File: src/rtl/padovan_pkg.sv
// Shared definitions for the Padovan microsequencer.
//   padStateT : sequencer FSM states
//   OP_*      : ALU opcodes issued by the sequencer
package padovan_pkg;

  typedef enum logic [2:0] {
    S_IDLE,
    S_EMIT,
    S_DEC,
    S_ADD,
    S_DONE
  } padStateT;

  localparam logic [2:0] OP_PASS = 3'b000;
  localparam logic [2:0] OP_ADD  = 3'b010;
  localparam logic [2:0] OP_DEC  = 3'b110;

endpackage

File: src/rtl/padovan_window.sv
// Three-entry Padovan window P(k), P(k+1), P(k+2) with per-entry poison bits.
// Ports:
//   clk, rstN  : clock, synchronous active-low reset
//   loadOnes   : load 1,1,1 and clear all poison bits
//   shiftIn    : shift window down by one and append sum
//   sum        : new term (rA + rB computed by the external ALU)
//   winA, winB : oldest two entries, feed the ALU operands
//   poisonA    : oldest entry came from a wrapped computation
module padovan_window #(
  parameter int unsigned DATAWIDTH = 8
) (
  input  logic                 clk,
  input  logic                 rstN,
  input  logic                 loadOnes,
  input  logic                 shiftIn,
  input  logic [DATAWIDTH-1:0] sum,
  output logic [DATAWIDTH-1:0] winA,
  output logic [DATAWIDTH-1:0] winB,
  output logic                 poisonA
);

  logic [DATAWIDTH-1:0] rA, rB, rC;
  logic                 pA, pB, pC;

  always_ff @(posedge clk) begin
    if (!rstN) begin
      rA <= '0;
      rB <= '0;
      rC <= '0;
      pA <= 1'b0;
      pB <= 1'b0;
      pC <= 1'b0;
    end else if (loadOnes) begin
      rA <= DATAWIDTH'(1);
      rB <= DATAWIDTH'(1);
      rC <= DATAWIDTH'(1);
      pA <= 1'b0;
      pB <= 1'b0;
      pC <= 1'b0;
    end else if (shiftIn) begin
      rA <= rB;
      rB <= rC;
      rC <= sum;
      pA <= pB;
      pB <= pC;
      // An unsigned sum smaller than an addend means it wrapped; poison also
      // propagates from any poisoned operand.
      pC <= (sum < rA) | pA | pB;
    end
  end

  assign winA    = rA;
  assign winB    = rB;
  assign poisonA = pA;

endmodule

File: src/rtl/padovan_seq.sv
// Padovan microsequencer: drives an external combinational ALU to generate
// P(0)=P(1)=P(2)=1, P(n)=P(n-2)+P(n-3), emitted over a valid/ready stream.
// Ports:
//   CLOCK_50, RESET_InLow     : clock, synchronous active-low reset
//   sStart, sNumTerms         : start request and term count (IDLE only)
//   sReady                    : downstream accepts sTerm
//   sAluResult, sAluZero      : ALU result bus and zero flag
//   sAluCarry/Negative/Overflow : ALU flags, not used
//   sAluSel, sAluBusA/B       : ALU opcode and operands
//   sTerm, sTermValid         : output term stream
//   sBusy, sDone, sWrap       : status (not idle, end pulse, sticky wrap stop)
module padovan_seq
  import padovan_pkg::*;
#(
  parameter int unsigned DATAWIDTH = 8,
  parameter int unsigned SELECTION = 3
) (
  input  logic                 CLOCK_50,
  input  logic                 RESET_InLow,
  input  logic                 sStart,
  input  logic [DATAWIDTH-1:0] sNumTerms,
  input  logic                 sReady,
  input  logic [DATAWIDTH-1:0] sAluResult,
  input  logic                 sAluZero,
  input  logic                 sAluCarry,
  input  logic                 sAluNegative,
  input  logic                 sAluOverflow,
  output logic [SELECTION-1:0] sAluSel,
  output logic [DATAWIDTH-1:0] sAluBusA,
  output logic [DATAWIDTH-1:0] sAluBusB,
  output logic [DATAWIDTH-1:0] sTerm,
  output logic                 sTermValid,
  output logic                 sBusy,
  output logic                 sDone,
  output logic                 sWrap
);

  padStateT             state, stateNext;
  logic [DATAWIDTH-1:0] rCount;
  logic                 rWrap;
  logic                 loadOnes, shiftIn;
  logic [DATAWIDTH-1:0] winA, winB;
  logic                 poisonA;
  logic                 unusedAluFlags;

  assign unusedAluFlags = sAluCarry ^ sAluNegative ^ sAluOverflow;

  padovan_window #(.DATAWIDTH(DATAWIDTH)) uWindow (
    .clk     (CLOCK_50),
    .rstN    (RESET_InLow),
    .loadOnes(loadOnes),
    .shiftIn (shiftIn),
    .sum     (sAluResult),
    .winA    (winA),
    .winB    (winB),
    .poisonA (poisonA)
  );

  always_ff @(posedge CLOCK_50) begin
    if (!RESET_InLow) begin
      state  <= S_IDLE;
      rCount <= '0;
      rWrap  <= 1'b0;
    end else begin
      state <= stateNext;
      case (state)
        S_IDLE: if (sStart) begin
          rCount <= sNumTerms;
          rWrap  <= 1'b0;
        end
        S_EMIT: if (poisonA) rWrap <= 1'b1;
        S_DEC:  rCount <= sAluResult;
        default: ;
      endcase
    end
  end

  always_comb begin
    stateNext  = state;
    sAluSel    = SELECTION'(OP_PASS);
    sAluBusA   = '0;
    sAluBusB   = '0;
    sTermValid = 1'b0;
    loadOnes   = 1'b0;
    shiftIn    = 1'b0;
    case (state)
      S_IDLE: begin
        if (sStart) begin
          if (sNumTerms != '0) begin
            loadOnes  = 1'b1;
            stateNext = S_EMIT;
          end else begin
            stateNext = S_DONE;
          end
        end
      end
      S_EMIT: begin
        if (poisonA) begin
          stateNext = S_DONE;
        end else begin
          sTermValid = 1'b1;
          if (sReady) stateNext = S_DEC;
        end
      end
      S_DEC: begin
        sAluSel   = SELECTION'(OP_DEC);
        sAluBusA  = rCount;
        stateNext = sAluZero ? S_DONE : S_ADD;
      end
      S_ADD: begin
        sAluSel   = SELECTION'(OP_ADD);
        sAluBusA  = winA;
        sAluBusB  = winB;
        shiftIn   = 1'b1;
        stateNext = S_EMIT;
      end
      S_DONE: stateNext = S_IDLE;
      default: stateNext = S_IDLE;
    endcase
  end

  assign sTerm = winA;
  assign sBusy = (state != S_IDLE);
  assign sDone = (state == S_DONE);
  assign sWrap = rWrap;

endmodule

File: config.mk
export PLATFORM = sky130hd
export DESIGN_NAME = padovan_seq
export DESIGN_NICKNAME = d
export VERILOG_FILES = /design/src/rtl/padovan_pkg.sv /design/src/rtl/padovan_window.sv /design/src/rtl/padovan_seq.sv
export SDC_FILE = /design/constraint.sdc
export NUM_CORES = 1
export LEC_CHECK = 0
export ABC_AREA = 1
export CAP_MARGIN = 5
export CORE_MARGIN = 10
export CORE_UTILIZATION = 33
export CTS_CLUSTER_DIAMETER = 50
export DETAILED_ROUTE_END_ITERATION = 6
export HOLD_SLACK_MARGIN = 0.02
export SYNTH_ARGS = -nofsm -noshare
export SYNTH_HDL_FRONTEND = slang
export SYNTH_HIERARCHICAL = 1
export SYNTH_SLANG_ARGS = --single-unit
export TNS_END_PERCENT = 50
File: constraint.sdc
create_clock -name CLOCK_50 -period 4.4 [get_ports CLOCK_50]
set_clock_uncertainty 0.1 [all_clocks]
set_input_delay 0.66 -clock CLOCK_50 [delete_from_list [all_inputs] [get_ports CLOCK_50]]
set_output_delay 0.66 -clock CLOCK_50 [all_outputs]
set_load 0.01 [all_outputs]
After elaboration in Yosys (flattened, before gate mapping)
Index checks and enable logic that the tools add are counted.
{"block": "word_totals", "ff_bits": 39, "inputBits": 24}
{"block": "op_classes", "magnitude_cmp": 1, "eq_ne": 7, "muxes": 26, "bitwise_logic": 3, "n_reduce_logical": 10}
{"operator": "$pmux 8 s2", "n": 2}
{"operator": "$mux 8", "n": 2}
{"operator": "$mux 3", "n": 5}
{"operator": "$mux 1", "n": 14}
{"operator": "$pmux 3 s4", "n": 1}
{"operator": "$lt 8x8->1", "n": 1}
{"operator": "$reduce_bool 8->1", "n": 1}
{"operator": "$eq 3x2->1 const B", "n": 2}
{"operator": "$pmux 3 s2", "n": 1}
{"operator": "$reduce_bool 2->1", "n": 3}
{"operator": "$reduce_and 2->1", "n": 2}
{"operator": "$eq 3x1->1 const B", "n": 1}
{"operator": "$eq 3x3->1 const B", "n": 1}
{"operator": "$logic_not 3->1", "n": 1}
{"operator": "$ne 3x2->1 const B", "n": 1}
{"operator": "$reduce_and 3->1", "n": 1}
{"operator": "$reduce_bool 3->1", "n": 1}
{"operator": "$ne 2x1->1 const B", "n": 1}
{"operator": "$ne 2x2->1 const B", "n": 1}
{"operator": "$or 1x1->1", "n": 2}
{"operator": "$pmux 1 s2", "n": 1}
{"operator": "$reduce_or 2->1", "n": 1}
{"operator": "$not 1->1", "n": 1}

Longest topological paths before layout
Gate-level depths: netlist of the first run.
{"block": "logic_depth", "word_depth": 5, "ltp_mapped": 9, "mapped_depth_nobuf": 9}

Cells and area by module
The synthesis of the first run kept the hierarchy.
{"mod": "padovan_window", "n_inst": 1, "cells_per_inst": 144, "area_each_um2": 1174.9}
{"mod": "padovan_seq", "n_inst": 1, "cells_per_inst": 130, "area_each_um2": 848.3}

Least setup slack after synthesis of the first run
Ideal clock, no wire load.
{"block": "synth_path", "path_type": "flip-flop to output port", "start": "register state[2]", "end": "output sAluBusA[0]", "arrival_time_ps": 1087, "path_slack_ps": 2553, "path_stages_with_launch": 5, "path_buffers": 0, "path_cell_list": "dfxtp_1 nor2_4 nand2_2 clkinv_1 a22o_1"}
{"block": "synth_between", "elab_chain_cells": 2, "word_cells_on_any_way": 3, "classes_between": "eq/ne (2); mux (1)"}
{"item": "start: declaration", "line_no": "padovan_seq.sv:38", "source": "padStateT state, stateNext;"}
{"item": "start signal: assignment", "line_no": "padovan_seq.sv:65", "source": "state <= stateNext;"}
{"item": "$eq 3x2->1", "line_no": "padovan_seq.sv:86", "source": "case (state)"}
{"item": "$pmux 8 s2 *", "line_no": "padovan_seq.sv:86"}
{"item": "end: declaration", "line_no": "padovan_seq.sv:29", "source": "output logic [DATAWIDTH-1:0] sAluBusA,"}
Mark *: on every way between the ends. The rest lies on a longest branch, timed or not.

Worst setup path after layout of the first run
{"block": "layout_path", "start": "register state[1]", "end": "output sAluBusA[0]"}
Same word-level chain as after synthesis.

==> run summary, run 1 <==
root buf cell: clkbuf_8
post-route DRC violation count: 0
worst-case vdd ir drop: 0.133 mV
post-synthesis cell type count: 32
Final Hold Viols: 0
NetSw: 0.280 mW
WS Path Type: flip-flop to output port
die area: 9660 um^2
Max clock buf depth: 2
endpoint class of the critical path: output port
slowest stage delay, CP: 0.54 ns
Max-Cap Viols: 0
synth cell count leaders: nand2_1 (67), dfxtp_1 (39), a21oi_1 (29)
die width: 98.3 um
Startpoint Class: flip-flop
cts-stage hold buffer count: 0
Synth Flop Type: dfxtp_1
Placed Area: 2530 um^2
core region area: 5920 um^2
Reg clk slew, reported paths: 0.08 ns
worst-path cell chain: inv_2 -> nor2_4 -> nand2_2 -> clkinv_1 -> buf_4 -> a22o_1 -> clkdlybuf4s50_1
Comb pwr share: 0.248
IO Count: 55
later-pin clock latency in the skew report: 0.30 ns
layout cell share with drive strength beyond 1: 0.105
pins over their slew limit: 0
Yosys top cell area share: 0.386
Synth Warn #: 6
Nets: 353
initial core utilization: 0.342
Switching Share: 0.327
Final min period: 2.91 ns
Arr. time, crit path: 2.15 ns
number of synthesized flops with an enable pin: 0
RSZ-0062 raised after global routing: false
Sink Count: 39
Leak: 0.962 nW
Die Span Y: 98.3 um
fin cells: 398
first-pass GRT wire length: 9040 um
Setup Fix Bufs, Post-CTS: 0
fraction of power consumed by sequential logic: 0.469
drt pass-1 iters: 4
Via density: 4.66
CP required: 3.64 ns
CTS Buf Count: 5
CTS tree: done
Clock Power Share: 0.283
Min-Delay Path Class: flip-flop to flip-flop
initial antenna violation count: 0
Hold WS: 0.366 ns
vias in the first global route: 1755
Area Overhead vs Synth: 29.4%
fin worst setup slack: 1.49 ns
final instance area: 2620 um^2
buffers and inverters on the worst path: 4
post-cts sizing count: 0
Final Wtd Congestion: 0.810
Int Power: 0.574 mW
FFs w/ async S/R, synth: 0
Syn Std Cell Area: 2020 um^2
syn_area_per_cell: 7.38 um^2
Power Dens Cells: 326 nW/um^2
Detailed Place HPWL: 4070 um
highest fanout seen on the critical path: 30
WL final: 5440 um
Mapped Nets: 305
GRT Util Overall: 0.112
setup violation total in the final timing report: 0
port bufs: 50
Rows: 28
fin crit share: 0.662
H-tree depth: 2
setup TNS: 0 ns
Remaining Overflow, GRT: 0
DR WL/cell: 13.7 um
Placed Instances: 390
Synth area leaders: dfxtp_1 (39%), nand2_1 (12%), a21oi_1 (7.2%), nor2_1 (5.2%), inv_1 (5.0%)
most frequent cell after synthesis: nand2_1
CP max-delay cell: clkdlybuf4s50_1
largest net degree at the start of global routing: 32
status: finished clean
detailed-route via count: 1855
register area share after synthesis: 0.386
fmax: 343 MHz
antenna-violating nets left: 0
pre-CTS setup slack: 1.80 ns
Antenna diodes: 0
Synth Register Bits: 39
cell family with most CP delay: buffers and inverters
post-synth top area cell: dfxtp_1
Syn Inst Count: 274
initial DRC count: 71
-- power by group through the flow --
stage | sequential (mW) | clock [mW] | combinational (mW)
global route | 0.404 | 0.262 | 0.235
CTS | 0.400 | 0.246 | 0.214
global placement | 0.408 | 0 | 0.211
detailed placement | 0.408 | 0 | 0.213
finish | 0.400 | 0.241 | 0.212
floorplan | 0.404 | 0 | 0.150
-- flip-flops by register name, summed over array words and instances, names as in the netlist --
signal           count
rCount               8
sWrap                1
state                3
uWindow/pB           1
uWindow/pC           1
uWindow/poisonA      1
uWindow/rC           8
uWindow/winA         8
uWindow/winB         8
-- worst register-to-register path: stages (launching register included) --
cell	delay (ns)
dfxtp_1	0.37
inv_2	0.06
nor2_4	0.13
nand2_2	0.18
clkinv_1	0.08
buf_4	0.30
inv_2	0.27
o21ai_0	0.24
a21oi_1	0.05
-- placed cells by master, fill, tap and decap left out, drive strengths merged --
| cell type | instances |
|---|---|
| nand2 | 71 |
| clkdlybuf4s50 | 50 |
| dfxtp | 39 |
| a21oi | 39 |
| inv | 32 |
| nor2 | 31 |
| o21ai | 23 |
| a22o | 8 |
| ha | 7 |
| clkbuf | 5 |
| clkinv | 4 |
| or2 | 4 |
| nor3 | 3 |
| nand3 | 2 |
| o21bai | 1 |
| a211oi | 1 |
| conb | 1 |
| buf | 1 |
| o21a | 1 |
-- through the flow --
| stage | total power [mW] | util |
|---|---|---|
| detailed placement | 0.621 | 0.428 |
| global placement | 0.618 | 0.428 |
| global route | 0.902 | 0.442 |
| finish | 0.854 | 0.442 |
| CTS | 0.860 | 0.442 |
| floorplan | 0.554 | - |
-- final cells by class --
type	count	area (um^2)
clock buffer	5	68.8
clock inverter	3	15.0
fill	633	3300
inverter	33	126
multi-input combinational	192	1030
sequential	39	781
tap	75	93.8
timing repair buffer	51	508
-- kinds of logic after synthesis --
group | after synthesis | share of synthesized area
adder cells (fa/ha/maj) | 7 | 0.0433
AND/OR/NAND/NOR | 111 | 0.234
AO/OA/AOI/OAI | 73 | 0.228
flip-flops | 39 | 0.386
other | 1 | 0.00185
buffers and inverters | 43 | 0.107
-- routing by layer --
layer	part of all wire	vias to the layer above	GRT usage
li1	-	975	-
met2	0.45	49	0.170
met1	0.47	826	0.143
met5	0	-	0
met3	0.057	5	0.0352
met4	0.014	0	0.0463
-- worst paths after layout --
kind / from / slack, ns / endpoint / cells after the start
worst min-delay path: sWrap / 0.37 / sWrap / 2
worst min register to register: sWrap / 0.37 / sWrap / 2
worst max register to register: state[1] / 2.49 / uWindow/winA[3] / 8
worst max-delay path: state[1] / 1.49 / sAluBusA[0] / 7
(Power assumes the default switching activity.)
==> run 2: changes to the inputs <==
- clock period: 4.4 -> 3 ns (I/O delays scaled with it)
==> run 2 against run 1 <==
Effect of this change:
- sequential cell count unchanged
- final area grew 1.6%
- sequential share of layout area is 0.46 points lower
- count of clock-buffer cells in the layout up 1
- clock power grew 90%
- via count grew 0.75%
- critical path depth fell by 1
- worst setup slack worse by 1.1 ns
- critical endpoint is now sAluBusA[5]
- non-clock buffer count up 1
- sequential power increased by 47%
==> run summary, run 2 (same netlist as run 1, synthesis figures left out) <==
Nets: 354 (was 353)
Via density: 4.68 (was 4.66)
status: finished clean (unchanged)
H-tree depth: 2 (unchanged)
initial antenna violation count: 0 (unchanged)
Die Span Y: 98.3 um (unchanged)
CP required: 2.45 ns (was 3.64 ns)
initial core utilization: 0.342 (unchanged)
final instance area: 2660 um^2 (was 2620 um^2)
fin worst setup slack: 0.337 ns (was 1.49 ns)
CTS tree: done (unchanged)
DR WL/cell: 13.6 um (was 13.7 um)
crit path from: state[1] (unchanged)
Area Overhead vs Synth: 31.5% (was 29.4%)
first-pass GRT wire length: 9200 um (was 9040 um)
Leak: 0.981 nW (was 0.962 nW)
Final Hold Viols: 0 (unchanged)
antenna-violating nets left: 0 (unchanged)
WS Path Type: flip-flop to output port (unchanged)
post-route DRC violation count: 0 (unchanged)
Switching Share: 0.297 (was 0.327)
worst r2r src: state[2] (was state[1])
vias in the first global route: 1881 (was 1755)
cts-stage hold buffer count: 0 (unchanged)
Final Total Pwr: 1.36 mW (was 0.854 mW)
drt pass-1 iters: 4 (unchanged)
die width: 98.3 um (unchanged)
later-pin clock latency in the skew report: 0.29 ns (was 0.30 ns)
CTS Buf Count: 5 (unchanged)
root buf cell: clkbuf_8 (unchanged)
Clock Power Share: 0.337 (was 0.283)
Worst Setup EP: sAluBusA[5] (was sAluBusA[0])
port bufs: 50 (unchanged)
Detailed Place HPWL: 4120 um (was 4070 um)
CP max-delay cell: clkdlybuf4s50_1 (unchanged)
pre-CTS setup slack: 0.647 ns (was 1.80 ns)
die area: 9660 um^2 (unchanged)
Final Wtd Congestion: 0.791 (was 0.810)
highest fanout seen on the critical path: 18 (was 30)
detailed-route via count: 1869 (was 1855)
fmax: 376 MHz
Placed Area: 2540 um^2 (was 2530 um^2)
Final min period: 2.66 ns
cell mode on critical path: inv_2
Antenna diodes: 0 (unchanged)
setup violation total in the final timing report: 0 (unchanged)
Comb pwr share: 0.229 (was 0.248)
core region area: 5920 um^2 (unchanged)
WL final: 5420 um (was 5440 um)
RSZ-0062 raised after global routing: false (unchanged)
Worst path depth: 6 (was 7)
most common cell after layout, fill and taps aside: nand2_1 (unchanged)
post-cts sizing count: 0 (unchanged)
IO Count: 55 (unchanged)
worst-case vdd ir drop: 0.217 mV (was 0.133 mV)
commonest non-fill, non-tap cells in the layout: nand2_1 (67), clkdlybuf4s50_1 (50), dfxtp_1 (39) (unchanged)
NetSw: 0.402 mW (was 0.280 mW)
pins over their slew limit: 0 (unchanged)
Sink Count: 39 (unchanged)
slowest stage delay, CP: 0.54 ns (about the same)
Power Dens Cells: 509 nW/um^2 (was 326 nW/um^2)
Int Power: 0.953 mW (was 0.574 mW)
largest net degree at the start of global routing: 32 (unchanged)
Min-Delay Path Class: flip-flop to flip-flop (unchanged)
Setup Fix Bufs, Post-CTS: 0 (unchanged)
endpoint class of the critical path: output port (unchanged)
Remaining Overflow, GRT: 0 (unchanged)
Reg clk slew, reported paths: 0.08 ns (about the same)
Max-Cap Viols: 0 (unchanged)
initial DRC count: 51 (was 71)
fin crit share: 0.888
Max clock buf depth: 2 (unchanged)
cell family with most CP delay: buffers and inverters (unchanged)
reg2reg end: uWindow/rC[5] (was uWindow/winA[3])
setup TNS: 0 ns (unchanged)
worst-path cell chain: inv_2 -> nor2_4 -> nand2_2 -> inv_2 -> a22o_1 -> clkdlybuf4s50_1 (was inv_2 -> nor2_4 -> nand2_2 -> clkinv_1 -> buf_4 -> a22o_1 -> clkdlybuf4s50_1)
R2R Setup Slk: 1.10 ns (was 2.49 ns)
GRT Util Overall: 0.113 (was 0.112)
Arr. time, crit path: 2.11 ns (was 2.15 ns)
Startpoint Class: flip-flop (unchanged)
R2R depth: 8 (unchanged)
buffers and inverters on the worst path: 3 (was 4)
fraction of power consumed by sequential logic: 0.434 (was 0.469)
Rows: 28 (unchanged)
layout cell share with drive strength beyond 1: 0.108 (was 0.105)
# fillers: 602 (was 633)
-- run 2: changes by cell type in the layout (fill, tap and decap cells not counted) --
| cell | delta |
|---|---|
| clkinv_2 | -2 |
| buf_4 | +1 |
| clkbuf_8 | +1 |
| bufinv_16 | +1 |
-- run 2: metrics by stage --
| stage | instances | utilization | hold WS [ns] |
|---|---|---|---|
| floorplan | 274 | - | 0.338 |
| global placement | 391 | 0.429 | 0.348 |
| detailed placement | 391 | 0.429 | 0.354 |
| CTS | 399 | 0.449 | 0.364 |
| global route | 399 | 0.449 | 0.396 |
| finish | 399 | 0.449 | 0.365 |
-- run 2: routing by layer --
metal | GRT usage | vias to the layer above | wire, um
met5 | 0 | - | 0
met3 | 0.0310 | 5 | 327
li1 | - | 975 | -
met4 | 0.0485 | 0 | 86
met2 | 0.176 | 49 | 2430
met1 | 0.143 | 840 | 2580
-- run 2: worst min path at each step --
stage | from | endpoint | slack, ns | depth (start not counted)
floorplan | uWindow/rC[4] | uWindow/rC[4] | 0.34 | 2
global placement | uWindow/rC[4] | uWindow/rC[4] | 0.35 | 2
detailed placement | uWindow/rC[4] | uWindow/rC[4] | 0.35 | 2
CTS | uWindow/rC[4] | uWindow/rC[4] | 0.36 | 2
global route | uWindow/rC[1] | uWindow/winB[1] | 0.40 | 2
finish | uWindow/rC[4] | uWindow/rC[4] | 0.37 | 2
-- run 2: final cells by class --
cell class | instances | area [um^2] | area share
Inverter | 33 | 126 | 0.0475
Sequential cell | 39 | 781 | 0.294
Timing Repair Buffer | 52 | 515 | 0.194
Multi-Input combinational cell | 192 | 1030 | 0.386
Clock buffer | 6 | 82.6 | 0.0310
Tap cell | 75 | 93.8 | 0.0353
Clock inverter | 2 | 35.0 | 0.0132
-- run 2: worst reg2reg max path: stages (launching register included) --
cell and delay (ns):
dfxtp_1 0.37, inv_1 0.09, nand2_1 0.08, nor2_2 0.13, o21ai_0 0.15, nor2_1 0.41, nor2_4 0.15, inv_4 0.24
a21oi_1 0.07
-- run 2: power groups by stage --
stage               registers (mW)  clock network (mW)  logic [mW]
global route                 0.594               0.485       0.347
detailed placement           0.599                   0       0.312
floorplan                    0.593                   0       0.220
finish                       0.588               0.457       0.310
global placement             0.598                   0       0.310
CTS                          0.587               0.463       0.314
==> run 3: changes to the inputs <==
- CORE_UTILIZATION: 33 -> 45
- MAX_ROUTING_LAYER: unset -> met4
- PLACE_DENSITY: unset -> 0.75
==> run 3 against run 2 <==
Effect of this change:
- count of clock-buffer cells in the layout rose by 1
- maximum frequency decreased by 2.1%
- largest cell class unchanged
- clock power is 27% lower
- critical path depth is 1 lower
- largest power group unchanged
- first-iteration DRC count increased by 45%
- final area down 2.7%
==> run summary, run 3 (same netlist as run 1, synthesis figures left out) <==
Detailed Place HPWL: 3830 um (was 4120 um)
Reg clk slew, reported paths: 0.08 ns (about the same)
Startpoint Class: flip-flop (unchanged)
R2R depth: 7 (was 8)
later-pin clock latency in the skew report: 0.28 ns (was 0.29 ns)
Die Span Y: 87.1 um (was 98.3 um)
die width: 87.1 um (was 98.3 um)
worst-case vdd ir drop: 0.265 mV (was 0.217 mV)
Setup Fix Bufs, Post-CTS: 0 (unchanged)
Antenna diodes: 0 (unchanged)
highest fanout seen on the critical path: 13 (was 18)
Max clock buf depth: 2 (unchanged)
commonest non-fill, non-tap cells in the layout: nand2_1 (67), clkdlybuf4s50_1 (50), dfxtp_1 (39) (unchanged)
Rows: 24 (was 28)
detailed-route via count: 1860 (was 1869)
Leak: 0.957 nW (was 0.981 nW)
Max-Cap Viols: 0 (unchanged)
cts-stage hold buffer count: 0 (unchanged)
Remaining Overflow, GRT: 0 (unchanged)
setup violation total in the final timing report: 0 (unchanged)
Placed Area: 2510 um^2 (was 2540 um^2)
WS Path Type: flip-flop to output port (unchanged)
Area Overhead vs Synth: 27.9% (was 31.5%)
layout cell share with drive strength beyond 1: 0.0991 (was 0.108)
endpoint class of the critical path: output port (unchanged)
Final min period: 2.72 ns (was 2.66 ns)
Nets: 353 (was 354)
Placed Instances: 367 (was 391)
initial antenna violation count: 0 (unchanged)
die area: 7580 um^2 (was 9660 um^2)
final instance area: 2590 um^2 (was 2660 um^2)
WL final: 5060 um (was 5420 um)
initial core utilization: 0.465 (was 0.342)
Final Total Pwr: 1.23 mW (was 1.36 mW)
root buf cell: clkbuf_8 (unchanged)
post-route DRC violation count: 0 (unchanged)
Sink Count: 39 (unchanged)
largest net degree at the start of global routing: 32 (unchanged)
Final Hold Viols: 0 (unchanged)
CTS tree: done (unchanged)
DR WL/cell: 13.5 um (was 13.6 um)
initial DRC count: 74 (was 51)
fin cells: 375 (was 399)
drt pass-1 iters: 4 (unchanged)
first-pass GRT wire length: 8670 um (was 9200 um)
CTS Buf Count: 5 (unchanged)
H-tree depth: 2 (unchanged)
vias in the first global route: 1869 (was 1881)
status: finished clean (unchanged)
WHS Path Cells: 2 (unchanged)
fin crit share: 0.906 (was 0.888)
antenna-violating nets left: 0 (unchanged)
port bufs: 50 (unchanged)
Via density: 4.96 (was 4.68)
GRT Util Overall: 0.142 (was 0.113)
most common cell after layout, fill and taps aside: nand2_1 (unchanged)
Power Dens Cells: 475 nW/um^2 (was 509 nW/um^2)
setup TNS: 0 ns (unchanged)
Min-Delay Path Class: flip-flop to flip-flop (unchanged)
pins over their slew limit: 0 (unchanged)
post-cts sizing count: 0 (unchanged)
core region area: 4350 um^2 (was 5920 um^2)
fmax: 368 MHz (was 376 MHz)
RSZ-0062 raised after global routing: false (unchanged)
CP required: 2.45 ns (about the same)
IO Count: 55 (unchanged)
Arr. time, crit path: 2.17 ns (was 2.11 ns)
Final Wtd Congestion: 0.970 (was 0.791)
[run 3: changes by cell type in the layout (fill, tap and decap cells not counted), sizes merged]
cell,before,now
bufinv,1,0
clkbuf,6,7
buf,2,1
[run 3: area by class of cell]
| class | instances | area (um^2) |
|---|---|---|
| tap | 52 | 65.1 |
| multi-input combinational | 192 | 1030 |
| inverter | 33 | 126 |
| clock inverter | 1 | 5.00 |
| clock buffer | 7 | 76.3 |
| timing repair buffer | 51 | 508 |
| sequential | 39 | 781 |
| fill | 424 | 1770 |
[run 3: through the flow]
step                      hold WS [ns]  setup slack (ns)   util
final                            0.362             0.281  0.594
after global routing             0.389             0.185  0.594
after CTS                        0.364             0.290  0.594
after detailed placement         0.352             0.624  0.576
after global placement           0.348             0.612  0.576
after floorplan                  0.338              1.36      -
[run 3: worst paths after layout]
| path | start | end | slack [ns] |
|---|---|---|---|
| worst max register to register | state[2] | uWindow/winA[7] | 0.74 |
| worst max-delay path | state[2] | sAluBusA[7] | 0.28 |
| worst min-delay path | uWindow/rC[4] | uWindow/rC[4] | 0.36 |
| worst min register to register | uWindow/rC[4] | uWindow/rC[4] | 0.36 |
[run 3: routing by layer]
metal	part of all wire	track usage	vias up
met2	0.44	0.223	58
met3	0.053	0.0272	8
met5	0	-	-
met1	0.48	0.176	822
met4	0.017	0.0530	0
li1	-	-	972
[run 3: power by group]
part	switching, mW	internal, mW
Combinational	0.182	0.127
Sequential	0.0298	0.556
Clock	0.172	0.163
Total	0.383	0.847
[run 3: critical path: stages (launching register included)]
cell             delay, ns
dfxtp_1               0.43
nor2_4                0.08
nand2_2               0.19
clkinv_1              0.38
a22o_1                0.32
clkdlybuf4s50_1       0.49
